===== src/rtl/pkt_tx_sched.sv =====
// pkt_tx_sched: round-robin, packet-granular scheduler from per-VC TX flit queues
// into the packet processor request interface; one registered output flit.
module pkt_tx_sched #(
   parameter int NUM_VC    = 2,
   parameter int VC_WIDTH  = 1,
   parameter int FLIT_DATA = 32,
   parameter int PKT_WIDTH = 8
) (
   input  logic                          clk,
   input  logic                          arst,
   input  logic [NUM_VC-1:0]             vc_valid,
   input  logic [NUM_VC*FLIT_DATA-1:0]   vc_data,
   input  logic [NUM_VC*PKT_WIDTH-1:0]   vc_pkt_sz,
   output logic [NUM_VC-1:0]             vc_ready,
   output logic                          out_valid,
   output logic                          out_req_new,
   output logic                          out_req_last,
   output logic [FLIT_DATA-1:0]          out_flit_data,
   output logic [PKT_WIDTH-1:0]          out_pkt_sz,
   output logic [VC_WIDTH-1:0]           out_vc_id,
   input  logic                          out_ready,
   output logic                          busy
);
   typedef enum logic {IDLE, BURST} state_t;
   state_t               state_q, state_d;
   logic [VC_WIDTH-1:0]  rr_q, rr_d, grant_q, grant_d, vcid_q, vcid_d, win, src;
   logic [PKT_WIDTH-1:0] rem_q, rem_d, sz_q, sz_d, src_sz;
   logic [FLIT_DATA-1:0] data_q, data_d, src_data;
   logic                 valid_q, valid_d, new_q, new_d, last_q, last_d;
   logic                 load, src_ok, take, head, last_flit;

   function automatic logic [VC_WIDTH-1:0] inc(input logic [VC_WIDTH-1:0] v);
      return (v == VC_WIDTH'(NUM_VC - 1)) ? '0 : v + VC_WIDTH'(1);
   endfunction

   // first requester at or after ptr, with wrap; scanned backwards so the nearest wins
   function automatic logic [VC_WIDTH-1:0] pick(input logic [NUM_VC-1:0] req,
                                                input logic [VC_WIDTH-1:0] ptr);
      logic [VC_WIDTH:0] s;
      pick = ptr;
      for (int i = NUM_VC - 1; i >= 0; i--) begin
         s = {1'b0, ptr} + (VC_WIDTH+1)'(i);
         if (s >= (VC_WIDTH+1)'(NUM_VC)) s = s - (VC_WIDTH+1)'(NUM_VC);
         if (req[s[VC_WIDTH-1:0]]) pick = s[VC_WIDTH-1:0];
      end
   endfunction

   assign load      = !valid_q || out_ready;
   assign win       = pick(vc_valid, rr_q);
   assign head      = state_q == IDLE;
   assign src       = head ? win : grant_q;
   assign src_ok    = head ? |vc_valid : vc_valid[grant_q];
   assign take      = load && src_ok;
   assign src_sz    = vc_pkt_sz[int'(src)*PKT_WIDTH +: PKT_WIDTH];
   assign src_data  = vc_data[int'(src)*FLIT_DATA +: FLIT_DATA];
   assign last_flit = !head && rem_q == PKT_WIDTH'(1);

   always_ff @(posedge clk or negedge arst) begin
      if (!arst) begin
         state_q <= IDLE;
         rr_q    <= '0;
         grant_q <= '0;
         rem_q   <= '0;
         valid_q <= 1'b0;
         new_q   <= 1'b0;
         last_q  <= 1'b0;
         data_q  <= '0;
         sz_q    <= '0;
         vcid_q  <= '0;
      end else begin
         state_q <= state_d;
         rr_q    <= rr_d;
         grant_q <= grant_d;
         rem_q   <= rem_d;
         valid_q <= valid_d;
         new_q   <= new_d;
         last_q  <= last_d;
         data_q  <= data_d;
         sz_q    <= sz_d;
         vcid_q  <= vcid_d;
      end
   end

   always_comb begin
      state_d = state_q;
      rr_d    = rr_q;
      grant_d = grant_q;
      rem_d   = rem_q;
      if (take && head) begin
         if (src_sz == '0) rr_d = inc(src);
         else begin
            state_d = BURST;
            grant_d = src;
            rem_d   = src_sz;
         end
      end else if (take) begin
         rem_d = rem_q - PKT_WIDTH'(1);
         if (last_flit) begin
            state_d = IDLE;
            rr_d    = inc(grant_q);
         end
      end
   end

   // the output register only moves on load; a stalled flit holds every field
   always_comb begin
      valid_d  = load ? take : valid_q;
      new_d    = load ? take && head : new_q;
      last_d   = load ? take && last_flit : last_q;
      data_d   = load ? (take ? src_data : '0) : data_q;
      sz_d     = load ? (take && head ? src_sz : '0) : sz_q;
      vcid_d   = load ? (take ? src : '0) : vcid_q;
      vc_ready = take ? NUM_VC'(1) << src : '0;
   end

   assign out_valid     = valid_q;
   assign out_req_new   = new_q;
   assign out_req_last  = last_q;
   assign out_flit_data = data_q;
   assign out_pkt_sz    = sz_q;
   assign out_vc_id     = vcid_q;
   assign busy          = state_q == BURST;
endmodule


===== config.mk =====
export PLATFORM = sky130hd
export DESIGN_NAME = pkt_tx_sched
export DESIGN_NICKNAME = d
export VERILOG_FILES = /design/src/rtl/pkt_tx_sched.sv
export SDC_FILE = /design/constraint.sdc
export NUM_CORES = 1
export LEC_CHECK = 0
export CORE_AREA = 2 2 108 79
export CTS_CLUSTER_SIZE = 28
export DETAILED_ROUTE_END_ITERATION = 16
export DIE_AREA = 0 0 110 81
export GPL_TIMING_DRIVEN = 0
export PLACE_DENSITY = 0.85
export SYNTH_ARGS = -nofsm -noshare
export SYNTH_HDL_FRONTEND = slang
export SYNTH_SLANG_ARGS = --single-unit

===== constraint.sdc =====
create_clock -name clk -period 2.6 [get_ports clk]
set_input_delay 0.78 -clock clk [delete_from_list [all_inputs] [get_ports clk]]
set_output_delay 0.78 -clock clk [all_outputs]
set_load 0.05 [all_outputs]

==> out/metrics.csv <==
stage,metric,value,unit
global_route,gr usage total,19.8,%
sta,# setup viols final,0,
cells_and_area,Final Core Density,57.4,%
drt,Antenna Violating Nets Remaining,0,
power,P per Cell Area,1250,nW/um^2
synth,Post-synth EDFFs,0,
drt,Starting DRT DRC Count,201,
synth,Synth Flop Type,dfrtp_1,
synth,asr flop ratio synth,100,%
floorplan,IO Count,132,
global_route,largest net degree at the start of global routing,42,
power,clock share of power,9.1,%
critical_path,CP Capture Type,output port,
sta,Final Skew,0.00903,ns
critical_path,slowest cell on the critical path,o31ai_4,
sta,final hold viol count,0,
drt,Vias,2796,
cells_and_area,area grow syn2layout,62.5,%
drt,Post-route DRC,0,
sta,"Slew Viols, Final",0,
sta,fin worst setup slack,0.0219,ns
cells_and_area,post-route design area,4610,sq um
power,LEAKAGE,1.95,nW
critical_path,reg2reg end,rem_q[0],
placement,RePlAce Congestion,0.832,
clock_network,CTS tree,done,
critical_path,Critical Path Fanout Max,5,
critical_path,"Critical Path, Cell by Cell",buf_2 -> a21boi_4 -> buf_12 -> o31ai_4 -> nor2_4 -> buf_8,
synth,Netlist cell types,42,
clock_network,H-tree depth,2,
synth,Yosys top cell by area,dfrtp_1,
critical_path,CP required,1.82,ns
placement,# port buffers,131,
synth,Synth Area per Inst,9.71,sq um
power,internal power,2.94,mW
cells_and_area,antenna cell count,0,
placement,DP Area,4340,sq um
cells_and_area,Finished Layout Cells,547,
clock_network,CTS Buffer Depth,2,
power,Sequential Power Share,25.0,%
clock_network,clock slew at the register clock pins of the worst setup and hold paths,0.11,ns
critical_path,Setup crit start kind,input port,
power,combinational group share of total power,65.9,%
clock_network,post-cts hold buffer count,0,
clock_network,CTS buffer count,5,
critical_path,worst r2r path cells,8,
global_route,total grt overflow,0,
placement,pre-CTS setup slack,-1.46,ns
cells_and_area,final net count,528,
floorplan,die area,8910,sq um
synth,Mapped Cells,292,
sta,worst slew pin tran,0.648,ns
critical_path,reg-to-reg startpoint,busy,
drt,Wirelength per Cell,16.6,microns
floorplan,Die X,110,microns
critical_path,CP max stage delay,0.37,ns
sta,min Tclk post-route,2.58,ns
synth,Post-Syn Area,2830,sq um
sta,Max-slew headroom,56.6,%
power,Sw Share,49.0,%
drt,Pre-antenna DRT Iters,4,
clock_network,insertion delay to the later sink of the worst-skew pair,0.32,ns
job,# Max-Cap Violations,0,
clock_network,clk root buf,clkbuf_8,
sta,Final period util,99.2,%
synth,top post-synthesis cells by area,"dfrtp_1 (49%), mux2i_1 (13%), nand2_1 (7.3%), o21ai_1 (6.7%), nor2_1 (1.6%)",
sta,Max Clk Rate,388,MHz
power,sw power,2.82,mW
floorplan,Initial Util,35.3,%
power,Worst VDD drop,0.000630,V
synth,sequential area share after synthesis,48.6,%
run_status,status,finished clean,
sta,hold_ws,0.358,ns
worst_hold_path,Hold WC Path Type,input port to asynchronous set/reset pin,
power,Total Power,5.76,mW
sta,setup TNS,0,ns
cells_and_area,share of post-route cells with drive strength above 1,11.3,%
floorplan,Die H,81,microns
cells_and_area,fillcell total,679,
placement,placed insts,529,
global_route,antenna violations before repair,0,
sta,RSZ-0062 raised after global routing,false,
synth,Ys Warns,0,
critical_path,Critical Path AT,1.80,ns
drt,final wirelength,9.08,mm
global_route,vias in the first global route,2712,
floorplan,Std-Cell Rows,28,
critical_path,r2r setup slk,0.24,ns
drt,vias per cell,5.11,
global_route,global-route wire length before repair,13.5,mm
synth,Seq cells post-synth,55,
floorplan,Core ar.,8020,sq um
synth,syn nets,379,
placement,dpl hpwl,6.71,mm
clock_network,clock sinks,55,
critical_path,Setup CP Type,input port to output port,
synth,Synth top area share,48.6,%
## cell type report
class                           instances  area, sq um  share of cell area, %
Buffer                                 16          109                   2.36
Clock buffer                            5         68.8                   1.49
Clock inverter                          3         33.8                  0.733
Inverter                                3         11.3                  0.244
Multi-Input combinational cell        215         1410                   30.6
Sequential cell                        55         1380                   29.9
Tap cell                              105          131                   2.85
Timing Repair Buffer                  145         1460                   31.8
## worst max-delay path by stage
stage / start / to / slack (ns) / depth (start not counted)
after global placement: vc_valid[1] / vc_ready[1] / -1.43 / 8
after global routing: vc_valid[0] / vc_ready[0] / 0.002 / 6
after detailed placement: vc_valid[1] / vc_ready[1] / -1.46 / 8
final: vc_valid[0] / vc_ready[0] / 0.02 / 6
after CTS: out_ready / vc_ready[1] / 0.009 / 7
after floorplan: vc_valid[0] / vc_ready[1] / -0.05 / 6
## cell usage after synthesis (2+ instances only)
cell type  count
a211o_1        2
a21o_1         4
a21oi_1        5
a22o_1         4
buf_2          3
buf_4          4
clkbuf_1      11
dfrtp_1       55
ha_1           2
inv_1          3
mux2i_1       38
nand2_1       55
nand2b_1       2
nand3_1        6
nand4_1        2
nor2_1        12
nor3_1         6
nor3_2         2
nor3b_1        3
o21ai_0        6
o21ai_1       38
o31ai_1        2
or3_1          4
or4_1          5
## logic make-up after synthesis
logic type | count (synthesis) | share of synthesized area [%]
and+or+nand+nor | 103 | 17.2
AOI/OAI and AO/OA | 69 | 14.5
DFF | 55 | 48.6
muxes | 41 | 15.0
buffers and inverters | 22 | 3.84
adders and majority gates | 2 | 0.883
## cell usage in the layout, fill, tap and decap left out, drive strengths merged, types with 3 or more instances in the layout
cell type / n
mux2i: 39
clkdlybuf4s50: 125
o21ai: 44
or3: 4
a21o: 4
clkbuf: 15
nor3b: 3
a21oi: 5
a22o: 4
o31ai: 3
nand2: 55
nand3: 6
dfrtp: 55
buf: 25
nor3: 8
or4: 5
inv: 5
nor2: 12
## state kept, by name, summed over array words and instances, names as in the netlist
register / count
busy: 1
grant_q: 1
out_flit_data: 32
out_pkt_sz: 8
out_req_last: 1
out_req_new: 1
out_valid: 1
out_vc_id: 1
rem_q: 8
rr_q: 1
## per-layer routing
metal	track usage, %	up-vias	share of wire [%]
li1	-	1327	-
met1	25.4	1346	43
met2	34.7	116	48
met3	4.74	7	8.6
met4	3.04	0	0.64
met5	0	-	0
## what timing repair did
item                       4_1_cts  5_1_grt
gates resized for setup         39        3
setup buffers                   11        1
setup endpoints to repair        4        4
cloned                           1        0
pin swaps                        3        3
## worst max-delay path, delay by kind of cell
kind / cells / cell delay (ns)
buf+inv: 3 / 0.42
simple gates: 1 / 0.07
compound gates: 2 / 0.52
## power groups by stage
stage	sequential (mW)	clock, mW	combinational (mW)
3_5_place_dp	1.45	0	3.50
2_1_floorplan	2.40	0	1.42
5_1_grt	1.49	0.575	4.00
6_report	1.44	0.522	3.80
3_3_place_gp	1.43	0	3.44
4_1_cts	1.43	0.533	3.79
(Power assumes the default switching activity.)
